<file path="config.mk">
export PLATFORM = sky130hd
export DESIGN_NAME = iob_ibex_clint_flat
export DESIGN_NICKNAME = d
export VERILOG_FILES = /design/src/rtl/iob_ibex_clint_if.sv /design/src/rtl/iob_ibex_clint.sv /design/src/flat_wrapper.sv
export SDC_FILE = /design/constraint.sdc
export NUM_CORES = 1
export LEC_CHECK = 0
export ABC_AREA = 1
export CAP_MARGIN = 20
export CORE_ASPECT_RATIO = 1.2
export CORE_MARGIN = 4
export CORE_UTILIZATION = 54
export DETAILED_ROUTE_END_ITERATION = 6
export PLACE_DENSITY = 0.88
export SLEW_MARGIN = 20
export SYNTH_ARGS = -nofsm -noshare
export SYNTH_HDL_FRONTEND = slang
export SYNTH_SLANG_ARGS = --single-unit
</file>
<file path="constraint.sdc">
create_clock -name clk_i -period 2.2 [get_ports clk_i]
set_clock_uncertainty 0.2 [all_clocks]
set_input_delay 0.44 -clock clk_i [delete_from_list [all_inputs] [get_ports clk_i]]
set_output_delay 0.44 -clock clk_i [all_outputs]
set_load 0.01 [all_outputs]
</file>
<file path="src/rtl/iob_ibex_clint_if.sv">
// IOB control-bus bundle between the Ibex SoC interconnect and the CLINT.
// master drives the request; slave returns ready and read data.
interface iob_ibex_clint_if #(
   parameter int unsigned ADDR_W = 14,
   parameter int unsigned DATA_W = 32
);
   logic              iob_valid;
   logic [ADDR_W-1:0] iob_addr;
   logic [DATA_W-1:0] iob_wdata;
   logic [3:0]        iob_wstrb;
   logic              iob_rvalid;
   logic [DATA_W-1:0] iob_rdata;
   logic              iob_ready;

   modport master (
      output iob_valid, iob_addr, iob_wdata, iob_wstrb,
      input  iob_rvalid, iob_rdata, iob_ready
   );

   modport slave (
      input  iob_valid, iob_addr, iob_wdata, iob_wstrb,
      output iob_rvalid, iob_rdata, iob_ready
   );
endinterface

</file>
<file path="src/rtl/iob_ibex_clint.sv">
// Core-local interruptor for the Ibex hart: 64-bit mtime/mtimecmp, msip, IOB register access.
// Optional mtime prescaler enabled by defining IOB_IBEX_CLINT_PRESCALER_EN.
module iob_ibex_clint #(
   parameter int unsigned CLK_DIV = 1,
   parameter int unsigned ADDR_W  = 14,
   parameter int unsigned DATA_W  = 32
) (
   input  logic                   clk_i,
   input  logic                   cke_i,
   input  logic                   arst_ni,
   iob_ibex_clint_if.slave        iob,
   output logic                   irq_timer_o,
   output logic                   irq_software_o
);

   if ((CLK_DIV == 0) || (CLK_DIV > 65535) || (DATA_W != 32)) begin : gen_param_check
      $error("iob_ibex_clint: CLK_DIV must be 1..65535 and DATA_W must be 32");
   end

   localparam logic [ADDR_W-1:0] AddrMsip   = '0;
   localparam logic [ADDR_W-1:0] AddrCmpLo  = ADDR_W'(32'h2000);
   localparam logic [ADDR_W-1:0] AddrCmpHi  = ADDR_W'(32'h2004);
   localparam logic [ADDR_W-1:0] AddrTimeLo = ADDR_W'(32'h3FF8);
   localparam logic [ADDR_W-1:0] AddrTimeHi = ADDR_W'(32'h3FFC);

   logic              ready_q, rvalid_q, irq_timer_q;
   logic              msip_q, msip_d;
   logic [DATA_W-1:0] rdata_q, rdata_d;
   logic [63:0]       mtime_q, mtime_d, mtime_tick;
   logic [63:0]       mtimecmp_q, mtimecmp_d;
   logic [ADDR_W-1:0] word_addr;
   logic              sel_msip, sel_cmp_lo, sel_cmp_hi, sel_time_lo, sel_time_hi;
   logic              accept, wr, rd, tick, time_wr;

   function automatic logic [31:0] merge_bytes(input logic [31:0] old_val,
                                               input logic [31:0] new_val,
                                               input logic [3:0]  strb);
      logic [31:0] res;
      for (int i = 0; i < 4; i++) begin
         res[8*i +: 8] = strb[i] ? new_val[8*i +: 8] : old_val[8*i +: 8];
      end
      return res;
   endfunction

   assign word_addr   = iob.iob_addr & ~ADDR_W'(3);
   assign sel_msip    = (word_addr == AddrMsip);
   assign sel_cmp_lo  = (word_addr == AddrCmpLo);
   assign sel_cmp_hi  = (word_addr == AddrCmpHi);
   assign sel_time_lo = (word_addr == AddrTimeLo);
   assign sel_time_hi = (word_addr == AddrTimeHi);

   assign accept  = iob.iob_valid & ready_q & cke_i;
   assign wr      = accept & (|iob.iob_wstrb);
   assign rd      = accept & ~(|iob.iob_wstrb);
   assign time_wr = wr & (sel_time_lo | sel_time_hi);

`ifdef IOB_IBEX_CLINT_PRESCALER_EN
   localparam logic [15:0] PrescMax = 16'(CLK_DIV - 1);

   logic [15:0] presc_q, presc_d;

   // Tick on the cycle the prescaler wraps back to zero.
   assign tick = cke_i & (presc_q == PrescMax);

   always_comb begin
      presc_d = (presc_q == PrescMax) ? 16'd0 : presc_q + 16'd1;
      if (time_wr) presc_d = 16'd0;
   end

   always_ff @(posedge clk_i or negedge arst_ni) begin
      if (!arst_ni) begin
         presc_q <= 16'd0;
      end else if (cke_i) begin
         presc_q <= presc_d;
      end
   end
`else
   assign tick = cke_i;
`endif

   always_comb begin
      mtime_tick = mtime_q + {63'd0, tick};
      mtime_d    = mtime_tick;
      mtimecmp_d = mtimecmp_q;
      msip_d     = msip_q;
      rdata_d    = rdata_q;
      // Unwritten MTIME bytes keep the ticked value; no carry from a low-word write.
      if (wr) begin
         if (sel_msip && iob.iob_wstrb[0]) msip_d = iob.iob_wdata[0];
         if (sel_cmp_lo)
            mtimecmp_d[31:0] = merge_bytes(mtimecmp_q[31:0], iob.iob_wdata, iob.iob_wstrb);
         if (sel_cmp_hi)
            mtimecmp_d[63:32] = merge_bytes(mtimecmp_q[63:32], iob.iob_wdata, iob.iob_wstrb);
         if (sel_time_lo)
            mtime_d[31:0] = merge_bytes(mtime_tick[31:0], iob.iob_wdata, iob.iob_wstrb);
         if (sel_time_hi)
            mtime_d[63:32] = merge_bytes(mtime_tick[63:32], iob.iob_wdata, iob.iob_wstrb);
      end
      if (rd) begin
         if (sel_msip)         rdata_d = {31'd0, msip_q};
         else if (sel_cmp_lo)  rdata_d = mtimecmp_q[31:0];
         else if (sel_cmp_hi)  rdata_d = mtimecmp_q[63:32];
         else if (sel_time_lo) rdata_d = mtime_q[31:0];
         else if (sel_time_hi) rdata_d = mtime_q[63:32];
         else                  rdata_d = '0;
      end
   end

   always_ff @(posedge clk_i or negedge arst_ni) begin
      if (!arst_ni) begin
         ready_q     <= 1'b0;
         rvalid_q    <= 1'b0;
         rdata_q     <= '0;
         mtime_q     <= 64'd0;
         mtimecmp_q  <= '1;
         msip_q      <= 1'b0;
         irq_timer_q <= 1'b0;
      end else if (cke_i) begin
         ready_q     <= 1'b1;
         rvalid_q    <= rd;
         rdata_q     <= rdata_d;
         mtime_q     <= mtime_d;
         mtimecmp_q  <= mtimecmp_d;
         msip_q      <= msip_d;
         irq_timer_q <= (mtime_q >= mtimecmp_q);
      end
   end

   assign iob.iob_ready  = ready_q;
   assign iob.iob_rvalid = rvalid_q;
   assign iob.iob_rdata  = rdata_q;
   assign irq_timer_o    = irq_timer_q;
   assign irq_software_o = msip_q;

endmodule
</file>
<file path="src/flat_wrapper.sv">
// flat-port wrapper written by rule: the top's interface ports become plain ports
module iob_ibex_clint_flat 
#(
   parameter int unsigned CLK_DIV = 1,
   parameter int unsigned ADDR_W  = 14,
   parameter int unsigned DATA_W  = 32
)
  (clk_i, cke_i, arst_ni, irq_timer_o, irq_software_o, iob_iob_valid, iob_iob_addr, iob_iob_wdata, iob_iob_wstrb, iob_iob_rvalid, iob_iob_rdata, iob_iob_ready);
  iob_ibex_clint_if #(.ADDR_W(ADDR_W), .DATA_W(DATA_W)) iob_i ();
  input  logic clk_i;
  input  logic cke_i;
  input  logic arst_ni;
  output logic irq_timer_o;
  output logic irq_software_o;
  input wire logic [$bits(iob_i.iob_valid)-1:0] iob_iob_valid;
  input wire logic [$bits(iob_i.iob_addr)-1:0] iob_iob_addr;
  input wire logic [$bits(iob_i.iob_wdata)-1:0] iob_iob_wdata;
  input wire logic [$bits(iob_i.iob_wstrb)-1:0] iob_iob_wstrb;
  output wire logic [$bits(iob_i.iob_rvalid)-1:0] iob_iob_rvalid;
  output wire logic [$bits(iob_i.iob_rdata)-1:0] iob_iob_rdata;
  output wire logic [$bits(iob_i.iob_ready)-1:0] iob_iob_ready;
  assign iob_i.iob_valid = iob_iob_valid;
  assign iob_i.iob_addr = iob_iob_addr;
  assign iob_i.iob_wdata = iob_iob_wdata;
  assign iob_i.iob_wstrb = iob_iob_wstrb;
  assign iob_iob_rvalid = iob_i.iob_rvalid;
  assign iob_iob_rdata = iob_i.iob_rdata;
  assign iob_iob_ready = iob_i.iob_ready;
  iob_ibex_clint #(.CLK_DIV(CLK_DIV), .ADDR_W(ADDR_W), .DATA_W(DATA_W)) u_core (.clk_i(clk_i), .cke_i(cke_i), .arst_ni(arst_ni), .iob(iob_i), .irq_timer_o(irq_timer_o), .irq_software_o(irq_software_o));
endmodule
</file>
## Word-level counts from Yosys, hierarchy flattened

Cells that the tools add are included.

- RAM bits: 0
- Output and inout bits: 36
- Input port bits: 54
- Memories: 0
- Bits in latches: 0
- Logic and storage cells: 54
- Bits in registers: 164
- Bits in read-only memories: 0

- Magnitude comparators: 1
- Mux-type cells: 16
- Multipliers: 0
- Reduce and logical (&&, ||, !) cells: 13
- Shifts and indexed selects: 0
- Add/subtract/negate cells: 1
- Equal/unequal tests: 4
- Div/mod/pow operators: 0
- Bitwise gates (word level): 5

Operator list:

| kind | number |
|---|---|
| two-way mux 32 bit | 7 |
| adder 64 x 1 -> 64 bit | 1 |
| greater-or-equal comparator 64 bit | 1 |
| two-way mux 64 bit | 1 |
| two-way mux 8 bit | 8 |
| equality test 12 bit (second input constant) | 4 |
| AND reduction 4 bit | 8 |
| zero test 14 bit | 1 |
| AND 1 bit | 4 |
| OR reduction 4 bit | 1 |
| AND reduction 3 bit | 1 |
| AND reduction 2 bit | 1 |
| logical AND 1 bit | 1 |
| inverter 1 bit | 1 |

## Depth between registers and ports, before layout

- Depth in word-level cells: 6
- Depth in mapped cells: 15
- Depth with buffers taken out: 15

## Worst setup path before layout

OpenSTA, ideal clock, no wires.

- Kind: in2reg
- From: input cke_i
- To: register u_core.mtime_q[36]
- Arrival: 1.916 ns
- Path buffers: 0
- Stages on the path: 13
- Data required time: 1.880 ns
- Setup slack: -0.036 ns
- Library setup time: 0.120 ns
- Path through: ha_1 > ha_1 > nand2_1 > nor2_1 > nand2_1 > inv_1 > nand2_1 > nor2_1 > nand2_1 > nand2_1 > nand2_1 > o21ai_1 > nand2_1

- Cells in the longest elaborated chain, start to end: 4
- Elaborated cells between the ends (all ways): 6
- Those cells by class: add/sub (1); mux (3); bitwise (2)

RTL lines:

| item | RTL line | text |
|---|---|---|
| from (decl) | flat_wrapper.sv:11 | `input logic cke_i;` |
| adder 64 x 1 -> 64 bit | iob_ibex_clint.sv:82 | `mtime_tick = mtime_q + {63'd0, tick};` |
| two-way mux 8 bit | iob_ibex_clint.sv:40 | `res[8*i +: 8] = strb[i] ? new_val[8*i +: 8] : old_val[8*i +: 8];` |
| two-way mux 32 bit | iob_ibex_clint.sv:96 | `if (sel_time_hi)` |
| two-way mux 64 bit | iob_ibex_clint.sv:88 | `if (wr) begin` |
| to (signal assigned) | iob_ibex_clint.sv:122 | `mtime_q <= mtime_d;` |
| to (decl) | iob_ibex_clint.sv:29 | `logic [63:0] mtime_q, mtime_d, mtime_tick;` |

Parallel ways exist; a longest one is shown, timed or not.
A chain may end at the register's enable or synchronous reset.

## Worst setup path after layout

- From: register u_core.mtime_q[0]
- To: register u_core.mtime_q[36]

- Cells in the longest elaborated chain, start to end: 4

RTL lines:

| item | RTL line |
|---|---|
| adder 64 x 1 -> 64 bit (*) | iob_ibex_clint.sv:82 |
| two-way mux 8 bit | iob_ibex_clint.sv:40 |
| two-way mux 32 bit | iob_ibex_clint.sv:96 |
| two-way mux 64 bit (*) | iob_ibex_clint.sv:88 |

Every way passes the cells marked *; elsewhere a longest branch is shown, timed or not.

==> qor.yml <==
global_route:
  overflow: 0
  grtUsageMet2_pct: 61.96
  use_met1_pct: 46.21
  grtUsageMet3_pct: 5.481
  track_usage_pct: 37.88
  grt_pass1_wl_um: 71600
  grt_pass1_vias: 13570
  busiest_layer: "met2"
  antenna_found_initial: 0
  grt_max_degree: 80
clock_network:
  insertion_delay_ns: 0.45
  cts_tree: "yes"
  clock-sinks: 164
  tritoncts.num_buffers: 17
  root_buffer: "clkbuf_16"
  clockBufferDepth: 2
  clk_pin_slew_ns: 0.07
  htreeDepth: 4
synth:
  ys_seq_elements: 164
  yosysSeqAreaShare_pct: 35.26
  postSynthCellCount: 1700
  synth_area_um2: 11870
  ys_types: 42
  synth_fp_nets: 1820
  synth_enable_flop_cells: 0
  ys_warn_count: 0
  synth.area.top_cells: "dfrtp_1 21%, nand2_1 15%, dfstp_2 14%"
  async_flop_share_pct: 100.0
  syn_area_per_cell_um2: 6.980
  synth.largest_area_cell: "dfrtp_1"
  synth.top_cell.area_share_pct: 21.09
  synth_top_flop_cell: "dfrtp_1"
timing:
  hold_viol_final: 0
  finalSetupTns_ns: -0.9603
  min_period_ns: 2.273
  finalSetupViolations: 42
  finalCritPeriodShare_pct: 103.3
  slew_headroom_pct: 53.83
  max_freq_ghz: 0.4400
  slew_viol_final: 0
  rsz0062_at_grt: "true"
  worst_slack_ns: -0.07280
  tightestPinTransition_ns: 0.6926
route:
  finalWirelength_um: 49140
  vias: 14130
  ant_nets: 0
  via_per_inst: 6.099
  drt_iter0_markers: 1935
  drc: 13
  drt_first_pass_iters: 7
  wl_per_cell_um: 21.21
worst_setup_path:
  cp-start-kind: "register"
  worstPathRequired_ns: 2.34
  cp-startpoint: "u_core.mtime_q[0]$_DFFE_PN0P_"
  criticalPathCategory: "reg -> reg"
  arrival_ns: 2.41
  timing.rr.start: "u_core.mtime_q[0]$_DFFE_PN0P_"
  crit_fanout: 4
  end_kind: "register"
placement:
  gp_congestion: 1.099
  place_hpwl_um: 35400
  io_buffers: 87
  dpl_worst_slack_ns: -0.4202
power_and_ir_drop:
  ir_drop_mv: 0.5515
  p_per_area_nw_per_um2: 519.5
  power_leakage_uw: 0.007648
layout:
  final_nets: 2150
  multiInputGateArea_um2: 7164
  nFillCells: 1493
  drive_above_1_share_pct: 27.21
  seqCellArea_um2: 4192
  diodes: 0
  area_delta_synth_final_pct: 38.05
status:
  status: "finished with violations"
  violations: "DRC, setup timing"
die:
  dieHeight_um: 170.4
  coreArea_um2: 21630
  fp.dieArea_um2: 24420
  start_util_pct: 54.86
  io_pins: 90
  num_rows: 59
  die_width_um: 143.3
worst_hold_path:
  min-delay-start: "u_core.mtimecmp_q[21]$_DFFE_PN1P_"
  hp-class: "reg -> reg"
job:
  maxCapViolCount: 0
[metal layers]
| metal | share of wire [%] | wire length, um |
|---|---|---|
| met1 | 35 | 17410 |
| met2 | 47 | 22910 |
| met3 | 9.3 | 4591 |
| met4 | 8.6 | 4228 |
| met5 | 0 | 0 |
[final cells by class]
class	count	area share (%)
well taps	274	2.093
inverters	242	5.667
flip-flops and latches	164	25.59
repair buffers	356	19.56
clock inverters	14	0.7408
clock buffers	18	2.620
multi-input cells	1249	43.73
[registers in the layout, indices dropped and copies added (netlist names)]
signal / count
u_core.mtime_q: 64
u_core.irq_software_o: 1
u_core.mtimecmp_q: 64
u_core.iob.iob_rvalid: 1
u_core.iob.iob_ready: 1
u_core.irq_timer_o: 1
u_core.iob.iob_rdata: 32
[cell families (layout without fill, tap and decap cells)]
family | count (synthesis) | after routing | synth area share, %
AOI/OAI and AO/OA | 349 | 349 | 16.06
DFF | 164 | 164 | 35.26
and+or+nand+nor | 818 | 820 | 30.77
xor gates and xnor gates | 14 | 14 | 1.033
buffers and inverters | 289 | 630 | 9.922
adders and majority gates | 66 | 66 | 6.959
[synth_stat cells, types with 2 or more instances]
master,n
buf_1,3
a21oi_1,109
inv_2,7
o211ai_1,8
o21ai_1,49
nor2_1,130
nor3_2,5
a31oi_1,3
nand2_1,468
buf_6,7
ha_1,66
clkbuf_2,3
nor3_4,6
nand4_1,29
o21ai_2,24
nor2_2,2
nand2_4,4
inv_1,233
o21a_1,2
buf_2,3
nand3_4,6
o21ai_0,124
clkbuf_1,25
dfrtp_1,100
o22ai_1,28
nor3_1,30
buf_4,6
nand3b_1,2
nand3_1,124
nor2_8,2
dfstp_2,64
a21o_1,2
nor4_1,2
xor2_1,13
nand3_2,4
[power by group]
group	internal, uW	switching [uW]	total, uW
Sequential	3160	200	3360
Combinational	926	1320	2250
Clock	1480	1420	2900
Total	5570	2940	8510
[per-stage QoR]
stage | power (uW) | instance area, um^2 | hold WS, ns | instances | util (%)
after floorplan | 4227 | 11870 | -0.05559 | 1700 | -
after global placement | 5070 | 14880 | 0.2001 | 2258 | 68.78
after detailed placement | 5155 | 14880 | 0.2097 | 2258 | 68.78
after CTS | 8109 | 15650 | 0.2747 | 2297 | 72.34
after global routing | 8781 | 16380 | 0.2796 | 2317 | 75.74
final | 8511 | 16380 | 0.2612 | 2317 | 75.74
[timing repair]
action / CTS / global route
pin swaps: 18 / 48
resized for setup: 49 / 155
endpoints found under the hold margin: 15 / 0
hold buffers: 1 / 0
buffers inserted: 6 / 19
endpoints found under the setup margin: 33 / 130
gates cloned: 0 / 3
[critical path: stages (launching register included)]
cell	delay, ns
dfrtp_1	0.39
ha_4	0.18
ha_4	0.16
nand2_4	0.06
nor2_4	0.09
buf_6	0.15
nand2_8	0.08
inv_8	0.10
nand2_8	0.06
nor2_4	0.17
buf_6	0.15
nand2_4	0.05
nand2_2	0.06
nand2_1	0.05
o21ai_1	0.16
nand2_1	0.07
[path summary, 6_finish.rpt]
check | end | slack (ns) | cells after the start
min reg2reg | u_core.mtimecmp_q[21]$_DFFE_PN1P_ | 0.26 | 2
max | u_core.mtime_q[36]$_DFFE_PN0P_ | -0.07 | 15
min in group asynchronous | u_core.mtime_q[21]$_DFFE_PN0P_ | 0.29 | 2
max reg2reg | u_core.mtime_q[36]$_DFFE_PN0P_ | -0.07 | 15
min | u_core.mtimecmp_q[21]$_DFFE_PN1P_ | 0.26 | 2
max in group asynchronous | u_core.mtimecmp_q[36]$_DFFE_PN1P_ | 0.82 | 3
[placed cells by master, fill, tap and decap left out, drive strengths merged]
| cell type | count |
|---|---|
| dfstp | 64 |
| a21o | 2 |
| o22ai | 28 |
| inv | 249 |
| o21a | 2 |
| xnor2 | 1 |
| nand2 | 473 |
| or2 | 1 |
| clkinv | 6 |
| o21ai | 197 |
| xor2 | 13 |
| ha | 66 |
| a31oi | 3 |
| dlygate4sd3 | 1 |
| clkdlybuf4s50 | 82 |
| nor4 | 2 |
| nand4 | 30 |
| dlymetal6s2s | 3 |
| nand3 | 136 |
| clkinvlp | 1 |
| buf | 269 |
| nand3b | 2 |
| clkbuf | 19 |
| nor3 | 41 |
| nor2 | 135 |
| dfrtp | 100 |
| a21oi | 109 |
| o211ai | 8 |
Power figures use the tool's default switching activity.
